**config.mk**
```make
export PLATFORM = sky130hd
export DESIGN_NAME = uart_port_arbiter
export DESIGN_NICKNAME = d
export VERILOG_FILES = /design/src/rtl/uart_port_arbiter.sv
export SDC_FILE = /design/constraint.sdc
export NUM_CORES = 1
export LEC_CHECK = 0
export ABC_AREA = 1
export CAP_MARGIN = 20
export CORE_MARGIN = 1
export CORE_UTILIZATION = 42
export DETAILED_ROUTE_END_ITERATION = 8
export GPL_ROUTABILITY_DRIVEN = 0
export HOLD_SLACK_MARGIN = 0.03
export PLACE_DENSITY = 0.79
export SETUP_SLACK_MARGIN = 0.3
export SLEW_MARGIN = 20
export SYNTH_ARGS = -nofsm -noshare
export SYNTH_HDL_FRONTEND = slang
export SYNTH_SLANG_ARGS = --single-unit
```
**constraint.sdc**
```tcl
create_clock -name clk -period 1.7 [get_ports clk]
set_clock_uncertainty 0.2 [all_clocks]
set_input_delay 0.255 -clock clk [delete_from_list [all_inputs] [get_ports clk]]
set_output_delay 0.255 -clock clk [all_outputs]
set_load 0.1 [all_outputs]
```
**src/rtl/uart_port_arbiter.sv**
```systemverilog
// Shares one UART TX/RX byte channel pair between two requesters (0: exec element, 1: loader/monitor).
// Each channel has its own IDLE/ACTIVE/RELEASE arbiter; requester 1 may lock both channels.

module uart_arb_channel #(
  parameter int FIXED_PRIORITY = 0,
  parameter int LATCH_AT_GRANT = 1
) (
  input  logic       clk,
  input  logic       reset,
  input  logic [1:0] req,
  input  logic       lock,
  input  logic [7:0] grant_data0,
  input  logic [7:0] grant_data1,
  input  logic       down_ready,
  input  logic [7:0] cap_data,
  output logic       down_valid,
  output logic [1:0] ready,
  output logic [7:0] data,
  output logic       busy
);

  typedef enum logic [1:0] {S_IDLE, S_ACTIVE, S_RELEASE} state_t;

  state_t     state;
  logic       owner;
  logic       last_grant;
  logic [1:0] elig;
  logic       pick;

  always_comb begin
    elig = lock ? (req & 2'b10) : req;
    pick = (elig == 2'b11) ? ((FIXED_PRIORITY != 0) ? 1'b0 : ~last_grant) : elig[1];
  end

  assign busy = (state != S_IDLE);

  always_ff @(posedge clk or negedge reset) begin
    if (!reset) begin
      state      <= S_IDLE;
      owner      <= 1'b0;
      last_grant <= 1'b1;
      down_valid <= 1'b0;
      ready      <= 2'b00;
      data       <= 8'h00;
    end else begin
      case (state)
        S_IDLE: begin
          ready <= 2'b00;
          if (elig != 2'b00) begin
            owner      <= pick;
            down_valid <= 1'b1;
            state      <= S_ACTIVE;
            if (LATCH_AT_GRANT != 0) data <= pick ? grant_data1 : grant_data0;
          end
        end
        S_ACTIVE: begin
          if (down_ready) begin
            down_valid <= 1'b0;
            ready      <= owner ? 2'b10 : 2'b01;
            last_grant <= owner;
            state      <= S_RELEASE;
            if (LATCH_AT_GRANT == 0) data <= cap_data;
          end
        end
        S_RELEASE: begin
          // The owner drops its valid while we sit here, so it cannot be re-granted stale.
          ready <= 2'b00;
          state <= S_IDLE;
        end
        default: begin
          ready      <= 2'b00;
          down_valid <= 1'b0;
          state      <= S_IDLE;
        end
      endcase
    end
  end

endmodule

module uart_port_arbiter #(
  parameter int FIXED_PRIORITY = 0
) (
  input  logic       clk,
  input  logic       reset,
  input  logic [1:0] tx_valid,
  input  logic [7:0] tx_data0,
  input  logic [7:0] tx_data1,
  output logic [1:0] tx_ready,
  input  logic [1:0] rx_valid,
  output logic [7:0] rx_data,
  output logic [1:0] rx_ready,
  input  logic       lock,
  output logic       uart_in_valid,
  output logic [7:0] uart_in_data,
  input  logic       uart_in_ready,
  output logic       uart_out_valid,
  input  logic [7:0] uart_out_data,
  input  logic       uart_out_ready,
  output logic       tx_busy,
  output logic       rx_busy
);

  uart_arb_channel #(.FIXED_PRIORITY(FIXED_PRIORITY), .LATCH_AT_GRANT(1)) u_tx (
    .clk(clk), .reset(reset), .req(tx_valid), .lock(lock),
    .grant_data0(tx_data0), .grant_data1(tx_data1),
    .down_ready(uart_in_ready), .cap_data(8'h00),
    .down_valid(uart_in_valid), .ready(tx_ready), .data(uart_in_data), .busy(tx_busy)
  );

  // RX latches nothing at grant; the byte is captured when the UART delivers it.
  uart_arb_channel #(.FIXED_PRIORITY(FIXED_PRIORITY), .LATCH_AT_GRANT(0)) u_rx (
    .clk(clk), .reset(reset), .req(rx_valid), .lock(lock),
    .grant_data0(8'h00), .grant_data1(8'h00),
    .down_ready(uart_out_ready), .cap_data(uart_out_data),
    .down_valid(uart_out_valid), .ready(rx_ready), .data(rx_data), .busy(rx_busy)
  );

endmodule

```
==> results.json, run 1 <==
{
  "avgSynthCellArea_um2": 8.22,
  "drv_cap": 0,
  "layout.nets": 283,
  "clk_path_buf_depth": 2,
  "die-area_mm2": 0.00352,
  "drt_iter0_drc": 70,
  "slowest_stage": "dfrtp_1",
  "cts_num_sinks": 30,
  "crit_arrival_ns": 1.16,
  "max_freq_ghz": 0.621,
  "area_growth_pct": 84.4,
  "outcome": "completed",
  "finalWirelength_mm": 3.69,
  "start_kind": "flip-flop",
  "path_cells": "nor2_4 -> clkinvlp_4 -> buf_12",
  "synthXorXnorAreaFrac": 0,
  "tns_ns": 0,
  "synth_mux_area_frac": 0,
  "yosys.area_share.simple": 0.300,
  "n_antenna_cell": 0,
  "synth_top_family_by_area": "simple AND/OR/NAND/NOR gates",
  "dp_hpwl_mm": 2.50,
  "drc": 0,
  "start_util": 0.449,
  "die_h_um": 59.4,
  "clk_latency_ns": 0.32,
  "period_share": 0.948,
  "cp_max_fo": 2,
  "maxSlewViolCount": 0,
  "ys_seq_area_frac": 0.545,
  "ctsRootBufferMaster": "clkbuf_4",
  "fin_crit_ns": 1.61,
  "synth_compound_area_frac": 0.0498,
  "rsz0062_at_grt": "yes",
  "path_clk_slew_ns": 0.10,
  "min_path_type": "input port to async pin",
  "dr.pass1.iters": 4,
  "grt_antenna_before_repair": 0,
  "io_buffers": 56,
  "vias": 1375,
  "grt_usage": 0.224,
  "slowest_delay_ns": 0.42,
  "final_layout_size_suffix_gt1_frac": 0.339,
  "numCtsBuffers": 5,
  "grt_max_degree": 31,
  "syn_area_mm2": 0.00138,
  "htree_levels": 2,
  "wire_per_inst_um": 12.5,
  "vias_per_cell": 4.66,
  "end_kind": "output pin",
  "ant_nets": 0,
  "gr-total-overflow": 0,
  "syn_inst": 168,
  "worstSetupPathType": "flip-flop to output pin",
  "yosysWarnings": 0,
  "grt_pass1_vias": 1306,
  "hold_viol": 0,
  "rows": 20,
  "pin_count": 57,
  "coreArea_mm2": 0.00308,
  "fill_cells": 176,
  "grt_pass1_wl_mm": 5.73,
  "synth_fa_ha_area_frac": 0,
  "yosysUniqueCellTypes": 16,
  "ys_ff_latch": 30,
  "worst_slew_pin_slew_ns": 0.326,
  "required_ns": 1.24,
  "die_w_um": 59.4,
  "cts_tree": "yes",
  "syn-num-nets": 201,
  "slew-limit-headroom": 0.781,
  "utilization": 0.828,
  "setup_violations": 0
}
critical path, delay by kind of cell, from the launching register on:
kind | cells | cell delay [ns]
flops | 1 | 0.42
buf+inv | 2 | 0.27
simple gates | 1 | 0.14
flip-flops by register name, indices dropped and copies added, names as in the netlist:
| register | cells |
|---|---|
| u_rx.ready | 2 |
| u_rx.owner | 1 |
| u_rx.down_valid | 1 |
| u_rx.last_grant | 1 |
| u_tx.down_valid | 1 |
| u_tx.owner | 1 |
| u_tx.data | 8 |
| u_rx.state | 2 |
| u_tx.state | 2 |
| u_tx.last_grant | 1 |
| u_tx.ready | 2 |
| u_rx.data | 8 |
area by class of cell:
| cell class | instances | area (µm²) | area share |
|---|---|---|---|
| clock buffer | 7 | 55.1 | 0.0216 |
| clock inverter | 1 | 5.00 | 0.00196 |
| inverter | 29 | 123 | 0.0481 |
| multi-input combinational | 106 | 554 | 0.218 |
| sequential | 30 | 761 | 0.299 |
| tap | 44 | 55.1 | 0.0216 |
| timing repair buffer | 78 | 995 | 0.390 |
routing by layer:
layer	track usage	routed length (µm)	vias up
li1	-	-	674
met1	0.266	1470	650
met2	0.379	1970	42
met3	0.0546	166	9
met4	0.112	82	0
met5	0	0	-
cells by family (layout without fill, tap and decap cells):
| family | after synthesis | count (layout) |
|---|---|---|
| AND/OR/NAND/NOR | 96 | 96 |
| flip-flops | 30 | 30 |
| buffers and inverters | 32 | 115 |
| AO/OA/AOI/OAI | 10 | 10 |
final timing paths:
kind                                                  start                           to  slack, ns  cells past startpoint
worst max-delay path              u_rx.state[0]$_DFFE_PN0P_                      rx_busy       0.09                      3
worst min-delay path                                  reset     u_rx.data[0]$_DFFE_PN0P_       0.08                      2
worst max register to register    u_tx.state[1]$_DFFE_PN0P_     u_tx.data[3]$_DFFE_PN0P_       0.34                      7
worst min register to register  u_rx.last_grant$_DFFE_PN1P_  u_rx.last_grant$_DFFE_PN1P_       0.28                      2
max in group asynchronous                             reset  u_rx.last_grant$_DFFE_PN1P_       0.98                      2
min in group clk                           uart_out_data[6]     u_rx.data[6]$_DFFE_PN0P_       0.25                      3
layout by cell type (no fill, tap or decap):
cell type,Yosys,layout
a21oi_1,1,1
a21oi_4,1,1
buf_12,0,26
buf_4,0,19
buf_6,3,1
clkbuf_1,0,1
clkbuf_4,0,5
clkbuf_8,0,1
clkdlybuf4s50_1,0,32
clkinv_2,0,1
clkinvlp_4,0,1
dfrtp_1,28,22
dfrtp_2,0,6
dfstp_2,2,2
inv_1,26,24
inv_2,2,2
inv_4,1,1
inv_8,0,1
nand2_1,65,63
nand2_2,3,3
nand2_4,0,1
nand2_8,0,1
nand3_1,21,15
nand3_2,2,7
nand3_4,0,1
nor2_1,4,2
nor2_2,0,1
nor2_4,1,2
o21ai_0,6,6
o21ai_2,2,2
metrics by stage:
step	setup WS (ns)	instance area (µm²)	hold slack, ns	cells
after CTS	0.0534	2380	0.0736	282
final	0.0888	2550	0.0847	295
after global routing	0.0279	2550	0.0865	295
after floorplan	0.277	1410	-0.241	168
after detailed placement	-0.0258	2260	0.272	268
after global placement	0.0264	2260	0.271	268
synth_stat cells, drive strengths merged:
master   n  share of area
a21oi    2          0.015
buf      3          0.024
dfrtp   28           0.51
dfstp    2          0.038
inv     29          0.081
nand2   68           0.19
nand3   23          0.091
nor2     5          0.019
o21ai    8          0.034
what timing repair did:
item / 4_1_cts / 5_1_grt
setup endpoints to repair: 17 / 45
hold endpoints to repair: 0 / 0
gates resized for setup: 4 / 13
hold buffers: 0 / 0
buffers inserted: 6 / 13
pin swaps: 2 / 6
Power of run 1 is left out: the tool's default activity adds up to more than one toggle a clock period on the data nets, which glitch-free logic cannot reach.
==> run 2, diff against run 1 <==
Settings changed: CELL_PAD_IN_SITES_DETAIL_PLACEMENT set to 1, CELL_PAD_IN_SITES_GLOBAL_PLACEMENT set to 2, CORE_UTILIZATION 42 to 23, PLACE_DENSITY 0.79 to not set, PLACE_DENSITY_LB_ADDON set to 0.1.
==> run 2 against run 1 <==
Utilization is 36 points lower. Die area up 79%. Non-clock buffer count decreased by 9. Global-route usage fell by 8.7 points. Final area grew 3.2%. Final cell count is 7.5% higher. Sequential share of layout area down 0.92 points. First-iteration DRC count fell by 61%. Critical endpoint unchanged. Hold slack gained 0.057 ns. Count of clock-buffer cells in the layout down 1. Sequential cell count did not move.
==> results.json, run 2 (same netlist as run 1, synthesis figures left out) <==
{
  "outcome": "completed",
  "ctsRootBufferMaster": "clkbuf_8",
  "ff_latch_area_um2": 761,
  "numCtsBuffers": 5,
  "ant_nets": 0,
  "crit_arrival_ns": 1.13,
  "cts_num_sinks": 30,
  "ctsHoldBuffers": 0,
  "cp_max_fo": 2,
  "period_share": 0.933,
  "slew-limit-headroom": 0.750,
  "path_cells": "nor2_4 -> clkinvlp_4 -> buf_12",
  "dp_hpwl_mm": 3.04,
  "grt_max_degree": 31,
  "vias": 1366,
  "setup_violations": 0,
  "hold_viol": 0,
  "multiInputGateArea_um2": 614,
  "clk_path_buf_depth": 2,
  "fill_cells": 645,
  "worstSetupPathType": "flip-flop to output pin",
  "final_area_mm2": 0.00263,
  "start_util": 0.245,
  "fin_crit_ns": 1.59,
  "max_freq_ghz": 0.631,
  "die-area_mm2": 0.00632,
  "min_path_type": "input port to async pin",
  "dr.pass1.iters": 4,
  "cts_tree": "yes",
  "dpl_cell_area_mm2": 0.00230,
  "drt_iter0_drc": 27,
  "clk_latency_ns": 0.28,
  "io_buffers": 56,
  "area_growth_pct": 90.3,
  "grt_pass1_wl_mm": 6.60,
  "coreArea_mm2": 0.00564,
  "layout_common_cells": "nand2_1 (54), clkdlybuf4s50_1 (32), buf_12 (26)",
  "htree_levels": 2,
  "die_w_um": 79.5,
  "grt_pass1_vias": 1413,
  "n_antenna_cell": 0,
  "path_clk_slew_ns": 0.07,
  "vias_per_cell": 4.31,
  "slowest_delay_ns": 0.43,
  "slowest_stage": "dfrtp_2",
  "top_regs": "u_rx.data x8, u_tx.data x8",
  "wire_per_inst_um": 13.1,
  "utilization": 0.466,
  "grt_usage": 0.137,
  "required_ns": 1.24,
  "end_kind": "output pin",
  "gr-total-overflow": 0,
  "die_h_um": 79.5,
  "rsz0062_at_grt": "yes",
  "stdcell_count": 317,
  "final_layout_size_suffix_gt1_frac": 0.367,
  "maxSlewViolCount": 0,
  "pin_count": 57,
  "final_common_cell": "nand2_1",
  "grt_antenna_before_repair": 0,
  "drv_cap": 0,
  "start_kind": "flip-flop",
  "hold_ws_ns": 0.141,
  "layout.nets": 277,
  "worst_slew_pin_slew_ns": 0.374,
  "rows": 27,
  "placed_cells": 296,
  "finalWirelength_mm": 4.15,
  "drc": 0
}
==> run 2: cell count changes in the layout (fill, tap and decap cells not counted), moves of 2 or more <==
cell / before / now
nand2_2: 3 / 11
buf_6: 1 / 5
clkbuf_4: 5 / 0
nand2_1: 63 / 54
nand2_4: 1 / 3
buf_4: 19 / 6
clkbuf_8: 1 / 6
==> run 2: routing by layer <==
metal	track usage	up-vias	routed length, µm
met3	0.0377	2	226
met1	0.174	663	1830
met2	0.227	36	2070
met5	0	-	0
met4	0.0382	0	19
li1	-	665	-
==> run 2: path summary, 6_finish.rpt <==
kind | from | slack [ns] | endpoint | cells past startpoint
min in group clk | u_tx.last_grant$_DFFE_PN1P_ | 0.29 | u_tx.last_grant$_DFFE_PN1P_ | 2
hold / removal | reset | 0.14 | u_tx.ready[1]$_DFFE_PN0P_ | 2
hold reg to reg | u_tx.last_grant$_DFFE_PN1P_ | 0.29 | u_tx.last_grant$_DFFE_PN1P_ | 2
setup / recovery | u_rx.state[1]$_DFFE_PN0P_ | 0.11 | rx_busy | 3
max in group asynchronous | reset | 0.92 | u_rx.last_grant$_DFFE_PN1P_ | 2
setup reg to reg | u_rx.state[1]$_DFFE_PN0P_ | 0.21 | u_rx.data[4]$_DFFE_PN0P_ | 7
==> run 2: cell type report <==
cell class,count,share of cell area
sequential,30,0.289
multi-input combinational,108,0.234
timing repair inverter,1,0.00238
clock buffer,6,0.0314
inverter,29,0.0457
clock inverter,2,0.00476
timing repair buffer,69,0.358
tap,72,0.0343
==> run 2: critical path, delay by kind of cell, from the launching register on <==
kind          cells  cell delay, ns
buf+inv           2            0.28
simple gates      1            0.15
flops             1            0.43
==> run 2: timing repair <==
item / 4_1_cts / 5_1_grt
resized for setup: 6 / 29
cloned: 1 / 2
endpoints found under the setup margin: 19 / 25
pin swaps: 3 / 11
setup buffers: 4 / 6
==> run 2: stage by stage <==
step / setup TNS, ns / setup slack (ns)
2_1_floorplan: 0 / 0.277
3_3_place_gp: 0 / 0.00928
3_5_place_dp: -0.107 / -0.0398
4_1_cts: 0 / 0.109
5_1_grt: 0 / 0.0684
6_report: 0 / 0.114
Power of run 2 is left out for the same reason.
